**config.mk**
```make
export PLATFORM = sky130hd
export DESIGN_NAME = uc_cuenta1_seq
export DESIGN_NICKNAME = d
export VERILOG_FILES = /design/src/rtl/uc_cuenta1_seq_pkg.sv /design/src/rtl/uc_cuenta1_seq_cont_iter.sv /design/src/rtl/uc_cuenta1_seq.sv
export SDC_FILE = /design/constraint.sdc
export NUM_CORES = 1
export LEC_CHECK = 0
export ABC_CLOCK_PERIOD_IN_PS = 1600
export CORE_AREA = 2 2 39 41
export DETAILED_ROUTE_END_ITERATION = 8
export DIE_AREA = 0 0 41 43
export GPL_ROUTABILITY_DRIVEN = 0
export GPL_TIMING_DRIVEN = 0
export PLACE_DENSITY = 0.52
export SLEW_MARGIN = 20
export SYNTH_ARGS = -nofsm -noshare
export SYNTH_HDL_FRONTEND = slang
export SYNTH_SLANG_ARGS = --single-unit
```
**constraint.sdc**
```tcl
create_clock -name clk -period 1.6 [get_ports clk]
set_input_delay 0.4 -clock clk [delete_from_list [all_inputs] [get_ports clk]]
set_output_delay 0.4 -clock clk [all_outputs]
set_load 0.01 [all_outputs]
```
**src/rtl/uc_cuenta1_seq_pkg.sv**
```systemverilog
// Shared definitions for the ones-counter sequencer.
//   - state encodings of the control FSM (IDLE=0, LOAD=1, STEP=2, DONE=3)
//   - default iteration count / Valor width
//   - width helper for the iteration counter
package uc_cuenta1_seq_pkg;

   localparam int unsigned NDefault = 3;

   typedef enum logic [1:0] {
      StIdle = 2'd0,
      StLoad = 2'd1,
      StStep = 2'd2,
      StDone = 2'd3
   } state_e;

   // Counter must be able to hold 0..N; it wraps to N after the last STEP.
   function automatic int unsigned iter_width(int unsigned n);
      return (n < 1) ? 1 : $clog2(n + 1);
   endfunction

endpackage

```
**src/rtl/uc_cuenta1_seq_cont_iter.sv**
```systemverilog
// Iteration counter for the ones-counter sequencer.
// Up-counter with synchronous clear (priority over enable), count enable,
// asynchronous active-low reset and a terminal-count flag at N-1.
// Ports:
//   clk_i   clock, rising edge
//   rst_ni  asynchronous reset, active low
//   clr_i   synchronous clear to 0
//   en_i    count enable
//   tc_o    high while the count equals N-1
module uc_cuenta1_seq_cont_iter
   import uc_cuenta1_seq_pkg::*;
#(
   parameter int unsigned N = NDefault,
   parameter int unsigned W = iter_width(N)
) (
   input  logic clk_i,
   input  logic rst_ni,
   input  logic clr_i,
   input  logic en_i,
   output logic tc_o
);

   logic [W-1:0] cnt_q, cnt_d;

   always_comb begin
      cnt_d = cnt_q;
      if (clr_i) begin
         cnt_d = '0;
      end else if (en_i) begin
         cnt_d = cnt_q + W'(1);
      end
   end

   always_ff @(posedge clk_i or negedge rst_ni) begin
      if (!rst_ni) begin
         cnt_q <= '0;
      end else begin
         cnt_q <= cnt_d;
      end
   end

   assign tc_o = (cnt_q == W'(N - 1));

endmodule

```
**src/rtl/uc_cuenta1_seq.sv**
```systemverilog
// Hard-wired sequencer for the ones-counter datapath (regQ shift register,
// regA accumulator, +1 adder). A start request becomes one LOAD cycle and N
// STEP cycles (add-if-Q0, shift); completion is flagged on fin until start
// drops. The block owns no data.
// Build option: define EARLY_EXIT_EN to leave STEP as soon as regQ is zero
// (qz=1); otherwise qz is ignored and exactly N STEP cycles run.
// Ports:
//   clk        clock, rising edge
//   reset      asynchronous reset, active low
//   start      operation request, level, held until fin is seen
//   q0         LSB of regQ
//   qz         regQ == 0 (early-exit build only)
//   CargaQ     load Valor into regQ (LOAD)
//   DesplazaQ  shift regQ right (STEP)
//   ResetA     synchronous clear of regA (LOAD)
//   CargaA     load A+1 into regA (STEP, follows q0)
//   busy       high in LOAD and STEP
//   fin        high in DONE
module uc_cuenta1_seq
   import uc_cuenta1_seq_pkg::*;
#(
   parameter int unsigned N = NDefault
) (
   input  logic clk,
   input  logic reset,
   input  logic start,
   input  logic q0,
   input  logic qz,
   output logic CargaQ,
   output logic DesplazaQ,
   output logic ResetA,
   output logic CargaA,
   output logic busy,
   output logic fin
);

   state_e state_q, state_d;
   logic   it_clr, it_en, it_tc;

   uc_cuenta1_seq_cont_iter #(
      .N(N),
      .W(iter_width(N))
   ) u_cont_iter (
      .clk_i (clk),
      .rst_ni(reset),
      .clr_i (it_clr),
      .en_i  (it_en),
      .tc_o  (it_tc)
   );

`ifndef EARLY_EXIT_EN
   logic unused_qz;
   assign unused_qz = qz;
`endif

   // Outputs decode from the state register only (plus q0 in STEP), so an
   // asynchronous reset forces every strobe low in the same cycle.
   always_comb begin
      state_d   = state_q;
      CargaQ    = 1'b0;
      DesplazaQ = 1'b0;
      ResetA    = 1'b0;
      CargaA    = 1'b0;
      busy      = 1'b0;
      fin       = 1'b0;
      it_clr    = 1'b0;
      it_en     = 1'b0;
      case (state_q)
         StIdle: begin
            if (start) state_d = StLoad;
         end
         StLoad: begin
            CargaQ  = 1'b1;
            ResetA  = 1'b1;
            busy    = 1'b1;
            it_clr  = 1'b1;
            state_d = StStep;
         end
         StStep: begin
            busy = 1'b1;
`ifdef EARLY_EXIT_EN
            if (qz) begin
               // No ones left: finish without touching regQ, regA or the count.
               state_d = StDone;
            end else begin
               DesplazaQ = 1'b1;
               CargaA    = q0;
               it_en     = 1'b1;
               if (it_tc) state_d = StDone;
            end
`else
            DesplazaQ = 1'b1;
            CargaA    = q0;
            it_en     = 1'b1;
            if (it_tc) state_d = StDone;
`endif
         end
         StDone: begin
            fin = 1'b1;
            // Requester must drop start before another run can begin.
            if (!start) state_d = StIdle;
         end
         default: state_d = StIdle;
      endcase
   end

   always_ff @(posedge clk or negedge reset) begin
      if (!reset) begin
         state_q <= StIdle;
      end else begin
         state_q <= state_d;
      end
   end

endmodule

```
==> results of run 1 <==
## stage by stage
stage               hold WS [ns]  cell area [sq um]  utilization [%]  total power [mW]  instances
floorplan                  0.104                265                -             0.586         26
global placement           0.501                375             27.1             0.808         51
detailed placement         0.509                375             27.1             0.819         51
CTS                        0.361                453             32.7              1.07         58
global route               0.372                475             34.4              1.25         58
finish                     0.372                475             34.4              1.14         58
## kinds of logic after synthesis
family                     Yosys count  share of synthesized area, %
adders and majority gates            5                          23.6
muxes                                2                          9.90
DFF                                  4                          37.7
buffers and inverters                6                          9.91
and+or+nand+nor                      6                          9.44
AOI/OAI and AO/OA                    3                          9.43
## registers in the layout (all words and copies together) (netlist names)
name / count
state_q: 2
u_cont_iter.cnt_q: 2
## layout make-up
cell class                 count  area [sq um]  share of cell area, %
clock buffer                   3          22.5                   4.74
tap                           16          20.0                   4.21
inverter                       5          23.8                   5.00
multi-input combinational     16           179                   37.6
timing repair buffer          14           129                   27.1
sequential                     4           101                   21.3
## cell usage in the layout, fill, tap and decap left out, types with 2 or more instances in the layout
master           n
dfrtp_1          3
ha_4             3
inv_1            3
buf_6            5
buf_4            3
clkdlybuf4s50_1  3
ha_1             2
nand2_1          2
nor2_1           3
inv_4            2
clkbuf_4         3
## path summary, 6_finish.rpt
| path | end | depth (start not counted) | from | slack [ns] |
|---|---|---|---|---|
| max | busy | 4 | state_q[1] | 0.04 |
| min | state_q[1] | 1 | reset | 0.37 |
| max reg2reg | state_q[1] | 5 | state_q[0] | 0.09 |
| min reg2reg | u_cont_iter.cnt_q[1] | 1 | u_cont_iter.cnt_q[1] | 0.51 |
| max in group asynchronous | state_q[0] | 1 | reset | 1.05 |
| min in group clk | u_cont_iter.cnt_q[1] | 1 | u_cont_iter.cnt_q[1] | 0.51 |
## metal layers
layer	share of wire (%)	global-route usage, %	vias up
met1	36	10.8	113
met4	0	8.00	0
met3	5.9	2.09	0
met5	0	0	-
met2	58	13.1	6
li1	-	-	116
## power groups by stage
stage | clock [mW] | sequential (mW) | combinational [mW]
after detailed placement | 0 | 0.199 | 0.620
final | 0.119 | 0.204 | 0.822
after global placement | 0 | 0.200 | 0.607
after global routing | 0.138 | 0.211 | 0.906
after floorplan | 0 | 0.191 | 0.394
after CTS | 0.127 | 0.189 | 0.757
## what timing repair did
action,4_1_cts,5_1_grt
pin swaps,0,2
setup endpoints to repair,6,5
setup buffers,4,1
resized for setup,26,12
==> results by group, run 1 <==
Status
  – Status: finished, final reports clean

Worst setup path
  – CP Capture Type: primary output
  – Worst-path maximum fanout: 5
  – Max incr delay on CP: between 0.3 and 0.4 ns
  – Cell family with most CP delay: flip-flops
  – Required time of the critical path: 1.20 ns
  – Critical path class: reg -> out
  – CP Buf/Inv Count: 3
  – Worst path cell trace: buf_4 > inv_4 > ha_4 > buf_6
  – Slowest stage cell, crit path: dfrtp_1
  – CP arrival: approximately 1.2 ns
  – Startpoint types: register

Drt
  – First drt pass iteration count: 2
  – Remaining antenna violation count: 0
  – Total number of vias: between 200 and 250
  – Total wire length: roughly 600 um
  – Routed len/inst: ~10 um
  – Via density: a little over 4
  – DR iter-0 viols: 1
  – Drt drc: 0

Synthesis
  – Syn avg cell area: around 10 sq um
  – Synth async-reset ratio: 100%
  – Predominant post-synthesis flop cell: dfrtp_1
  – Syn nets: 36
  – Synthesized flop and latch total: 4
  – Post-synth top area share: between 30% and 40%
  – Largest cells by area after synthesis: dfrtp_1 (38%), ha_1 (24%), inv_1 (7.1%)
  – Synth cell count leaders: ha_1 (5), inv_1 (5), dfrtp_1 (4)
  – Area leader, netlist: dfrtp_1
  – Post-synth EDFFs: 0
  – Ys Warns: 0
  – Cell count after synthesis: 26
  – Synth cell types: 12
  – Synth Cell Area: 265 sq um
  – Seq/Total Area, Yosys: 37.7%

Timing
  – Slew @ Worst Pin: 0.180 ns
  – Max_slew headroom: 87.9%
  – Fmax: 641 MHz
  – Hold Fails Final Rpt: 0
  – Endpoints failing setup: 0
  – Clk_skew: 0.00396 ns
  – Max Slew Vio Count: 0
  – Period utilization: between 90% and 100%
  – Worst setup margin: 0.0406 ns
  – Min Tclk post-route: 1.56 ns
  – RSZ-0062 raised after global routing: true
  – Setup_tns: 0 ns

Power and ir drop
  – Clock power share: 10.4%
  – Max VDD drop: slightly above 800 uV
  – Reg power frac: between 10% and 20%
  – Internal Power: 725 uW
  – LEAKAGE: ~0.22 nW
  – Sw Ratio: approximately 37%
  – Combinational share of power: between 70% and 80%
  – Pwr Density: between 2000 and 2500 mW/mm^2
  – Psw: 419 uW

Hold path
  – HP Class: in -> async

Floorplan
  – Die Y: about 43 um
  – Die area: between 0.0015 and 0.002 sq mm
  – Initial core utilization: approximately a fifth
  – I/O pins: 11
  – CORE AREA: 0.00138 sq mm
  – Die width: 41 um
  – # rows: 14

Final layout
  – Area grow syn2layout: 79.2%
  – Fill count: around 150
  – Ant diodes: 0
  – Layout cells sized above 1: about 52%
  – Layout Nets: 54

Global routing
  – GR Overflow Total: 0
  – Initial antenna violation count: 0
  – First-pass GRT wire length: approximately 1.0 mm
  – GRT Util Overall: slightly above 9%
  – Vias in the first global route: 264
  – Pin count of the biggest net entering global routing: 6

Clock network
  – Clock Latency Late Sink: 0.23 ns
  – Hold_buf cts: 0
  – Inserted Clock Buffers: 3
  – Clk pin slew, worst setup/hold paths: about 0.04 ns
  – CTS Sinks: 4
  – Root Buffer: clkbuf_4
  – CTS tree: done
  – H-tree levels: 1
  – CTS Buffer Depth: 2

Placement
  – Post-place setup slack: -0.281 ns
  – PortBufs: 9

Run
  – Max_cap viols: 0
Note: power is estimated with default switching activity, not from simulation.
==> run 2: changes to the inputs <==
--- a/config.mk
+++ b/config.mk
@@ -11,6 +11,7 @@
 export DIE_AREA = 0 0 41 43
 export GPL_ROUTABILITY_DRIVEN = 0
 export GPL_TIMING_DRIVEN = 0
+export HOLD_SLACK_MARGIN = 0.08
 export PLACE_DENSITY = 0.52
 export SLEW_MARGIN = 20
 export SYNTH_ARGS = -nofsm -noshare
==> results of run 2 <==
Final layout, timing and power as in run 1 (identical DEF).
==> run 3: changes to the inputs <==
--- a/config.mk
+++ b/config.mk
@@ -5,14 +5,16 @@
 export SDC_FILE = /design/constraint.sdc
 export NUM_CORES = 1
 export LEC_CHECK = 0
-export ABC_CLOCK_PERIOD_IN_PS = 1600
+export ABC_CLOCK_PERIOD_IN_PS = 2000
 export CORE_AREA = 2 2 39 41
+export CTS_CLUSTER_DIAMETER = 150
 export DETAILED_ROUTE_END_ITERATION = 8
 export DIE_AREA = 0 0 41 43
 export GPL_ROUTABILITY_DRIVEN = 0
 export GPL_TIMING_DRIVEN = 0
 export HOLD_SLACK_MARGIN = 0.08
 export PLACE_DENSITY = 0.52
+export SETUP_SLACK_MARGIN = 0.15
 export SLEW_MARGIN = 20
 export SYNTH_ARGS = -nofsm -noshare
 export SYNTH_HDL_FRONTEND = slang
==> constraint.sdc (replaced) <==
create_clock -name clk -period 2 [get_ports clk]
set_input_delay 0.5 -clock clk [delete_from_list [all_inputs] [get_ports clk]]
set_output_delay 0.5 -clock clk [all_outputs]
set_load 0.01 [all_outputs]
==> run 3 against run 2 <==
Against the previous run: sequential share of layout area increased by 2.2 points; largest cell class unchanged; largest power group unchanged; first-iteration DRC count increased to 3.0 times the previous value; final cell count decreased by 3.4%; worst setup slack improved by 0.18 ns; sequential power decreased by 20%; critical path depth decreased by 1; worst hold slack improved by 0.10 ns; flip-flop and latch count unchanged; wire length decreased by 5.9%; final area decreased by 9.5%.
==> results by group, run 3 (same netlist as run 1, synthesis figures left out) <==
Timing
  – Min Tclk post-route: around 1.8 ns
  – Slew @ Worst Pin: 0.180 ns (unchanged)
  – Max_slew headroom: 87.9% (unchanged)
  – Period utilization: roughly nine tenths
  – Clk_skew: 0.00396 ns (unchanged)
  – Endpoints failing setup: 0 (unchanged)
  – Fmax: 561 MHz
  – Hold Fails Final Rpt: 0 (unchanged)
  – Max Slew Vio Count: 0 (unchanged)
  – RSZ-0062 raised after global routing: false

Global routing
  – First-pass GRT wire length: 1.00 mm (-4.6%)
  – Pin count of the biggest net entering global routing: 6 (unchanged)
  – GRT Util Overall: 8.79% (-0.40 points)
  – GR Overflow Total: 0 (unchanged)
  – Vias in the first global route: 254 (-3.8%)
  – Initial antenna violation count: 0 (unchanged)

Final layout
  – Top flop regs: state_q (2), u_cont_iter.cnt_q (2)
  – Non-filler instance count after layout: 56 (-3.4%)
  – Layout Nets: 52 (-3.7%)
  – Post-route cell area: 430 sq um (-9.5%)
  – Utilization after layout: 31.1% (-3.3 points)
  – Layout cells sized above 1: 37.5% (-15 points)
  – Ant diodes: 0 (unchanged)
  – Most common cell after layout, fill and taps aside: dlygate4sd2_1
  – Area grow syn2layout: 62.3%

Worst setup path
  – R2R setup slack: 0.49 ns (+0.40 ns)
  – CP arrival: 1.28 ns (+0.12 ns)
  – Critical path class: reg -> out
  – Worst path cell trace: buf_4 > ha_1 > dlygate4sd2_1
  – Slowest stage cell, crit path: dfrtp_2
  – Startpoint types: register
  – CP Capture Type: primary output
  – CP Buf/Inv Count: 2 (-1)
  – Required time of the critical path: 1.50 ns (+0.30 ns)
  – Cell family with most CP delay: buffers and inverters
  – Max incr delay on CP: 0.43 ns (+0.05 ns)
  – Worst-path maximum fanout: 3 (-2)

Power and ir drop
  – Final total power: 791 uW (-31%)
  – LEAKAGE: 0.213 nW (-4.8%)
  – Combinational share of power: 67.4% (-4.4 points)
  – Internal Power: 494 uW (-32%)
  – Sw Ratio: 37.6% (+0.93 points)
  – Reg power frac: 20.5% (+2.7 points)
  – Clock power share: 12.0% (+1.6 points)
  – Pwr Density: 1840 mW/mm^2 (-24%)
  – Psw: 297 uW (-29%)
  – Max VDD drop: 648 uV (-21%)

Hold path
  – HP Class: in -> async

Placement
  – Area after DPL: 375 sq um (unchanged)
  – DP Cell Count: 51 (unchanged)
  – PortBufs: 9 (unchanged)

Clock network
  – Root Buffer: clkbuf_4
  – H-tree levels: 1 (unchanged)
  – Clock Latency Late Sink: 0.23 ns (about the same)
  – Clk pin slew, worst setup/hold paths: 0.04 ns (about the same)
  – Inserted Clock Buffers: 3 (unchanged)
  – CTS Sinks: 4 (unchanged)
  – CTS Buffer Depth: 2 (unchanged)
  – CTS tree: done

Floorplan
  – Initial core utilization: 19.2% (unchanged)
  – Die width: 41 um (unchanged)
  – Die Y: 43 um (unchanged)
  – I/O pins: 11 (unchanged)
  – # rows: 14 (unchanged)
  – CORE AREA: 0.00138 sq mm (unchanged)
  – Die area: 0.00176 sq mm (unchanged)

Drt
  – Routed len/inst: 10.0 um (-2.5%)
  – Total number of vias: 226 (-3.8%)
  – Via density: 4.04 (-0.40%)
  – DR iter-0 viols: 3 (+2)
  – Drt drc: 0 (unchanged)
  – Total wire length: 562 um (-5.9%)
  – First drt pass iteration count: 4 (+2)
  – Remaining antenna violation count: 0 (unchanged)

Status
  – Status: finished, final reports clean

Run
  – Max_cap viols: 0 (unchanged)
[run 3: cell count changes in the layout (fill, tap and decap cells not counted), sizes merged]
cell and delta:
dlygate4sd2 +5, buf -6, clkdlybuf4s15 -1
[run 3: final timing paths]
kind	start	end	depth (start not counted)
max	state_q[0]	fin	3
min	reset	state_q[1]	1
max reg2reg	state_q[0]	state_q[1]	5
min reg2reg	u_cont_iter.cnt_q[1]	u_cont_iter.cnt_q[1]	1
max in group asynchronous	reset	state_q[0]	1
min in group clk	u_cont_iter.cnt_q[1]	u_cont_iter.cnt_q[1]	1
[run 3: worst register-to-register path, cell delays in order (launching register included)]
cell,delay (ns)
dfrtp_2,0.43
buf_4,0.15
ha_1,0.20
nand2_1,0.08
o221a_1,0.22
mux2_4,0.31
[run 3: metrics by stage]
step | worst slack [ns] | setup TNS (ns) | hold slack (ns)
floorplan | 0.589 | 0 | 0.204
global placement | -0.0778 | -0.0778 | 0.501
detailed placement | -0.0808 | -0.0808 | 0.509
CTS | 0.187 | 0 | 0.461
global route | 0.166 | 0 | 0.472
finish | 0.217 | 0 | 0.472
[run 3: final cells by class]
cell class	count	area (sq um)
plain buffers	1	7.51
inverters	5	18.8
well taps	16	20.0
clock buffers	3	22.5
fillers	153	953
multi-input cells	16	166
flip-flops and latches	4	101
repair buffers	11	93.8
[run 3: timing repair]
action | CTS | global route
endpoints found under the hold margin | 0 | 0
cloned | 0 | 0
hold buffers | 0 | 0
gates resized for setup | 14 | 1
endpoints found under the setup margin | 6 | 1
setup buffers | 2 | 0
[run 3: power by group through the flow]
stage	combinational [mW]	clock [mW]	sequential, mW
2_1_floorplan	0.316	0	0.153
3_3_place_gp	0.486	0	0.160
3_5_place_dp	0.496	0	0.159
4_1_cts	0.545	0.102	0.161
5_1_grt	0.602	0.110	0.171
6_report	0.534	0.0950	0.163
[run 3: metal layers]
layer | vias up | wire length [um] | track usage (%) | part of all wire [%]
li1 | 112 | - | - | -
met5 | - | 0 | 0 | 0
met1 | 106 | 204 | 9.84 | 36
met3 | 0 | 40 | 1.57 | 7.1
met4 | 0 | 0 | 8.00 | 0
met2 | 8 | 317 | 13.1 | 56
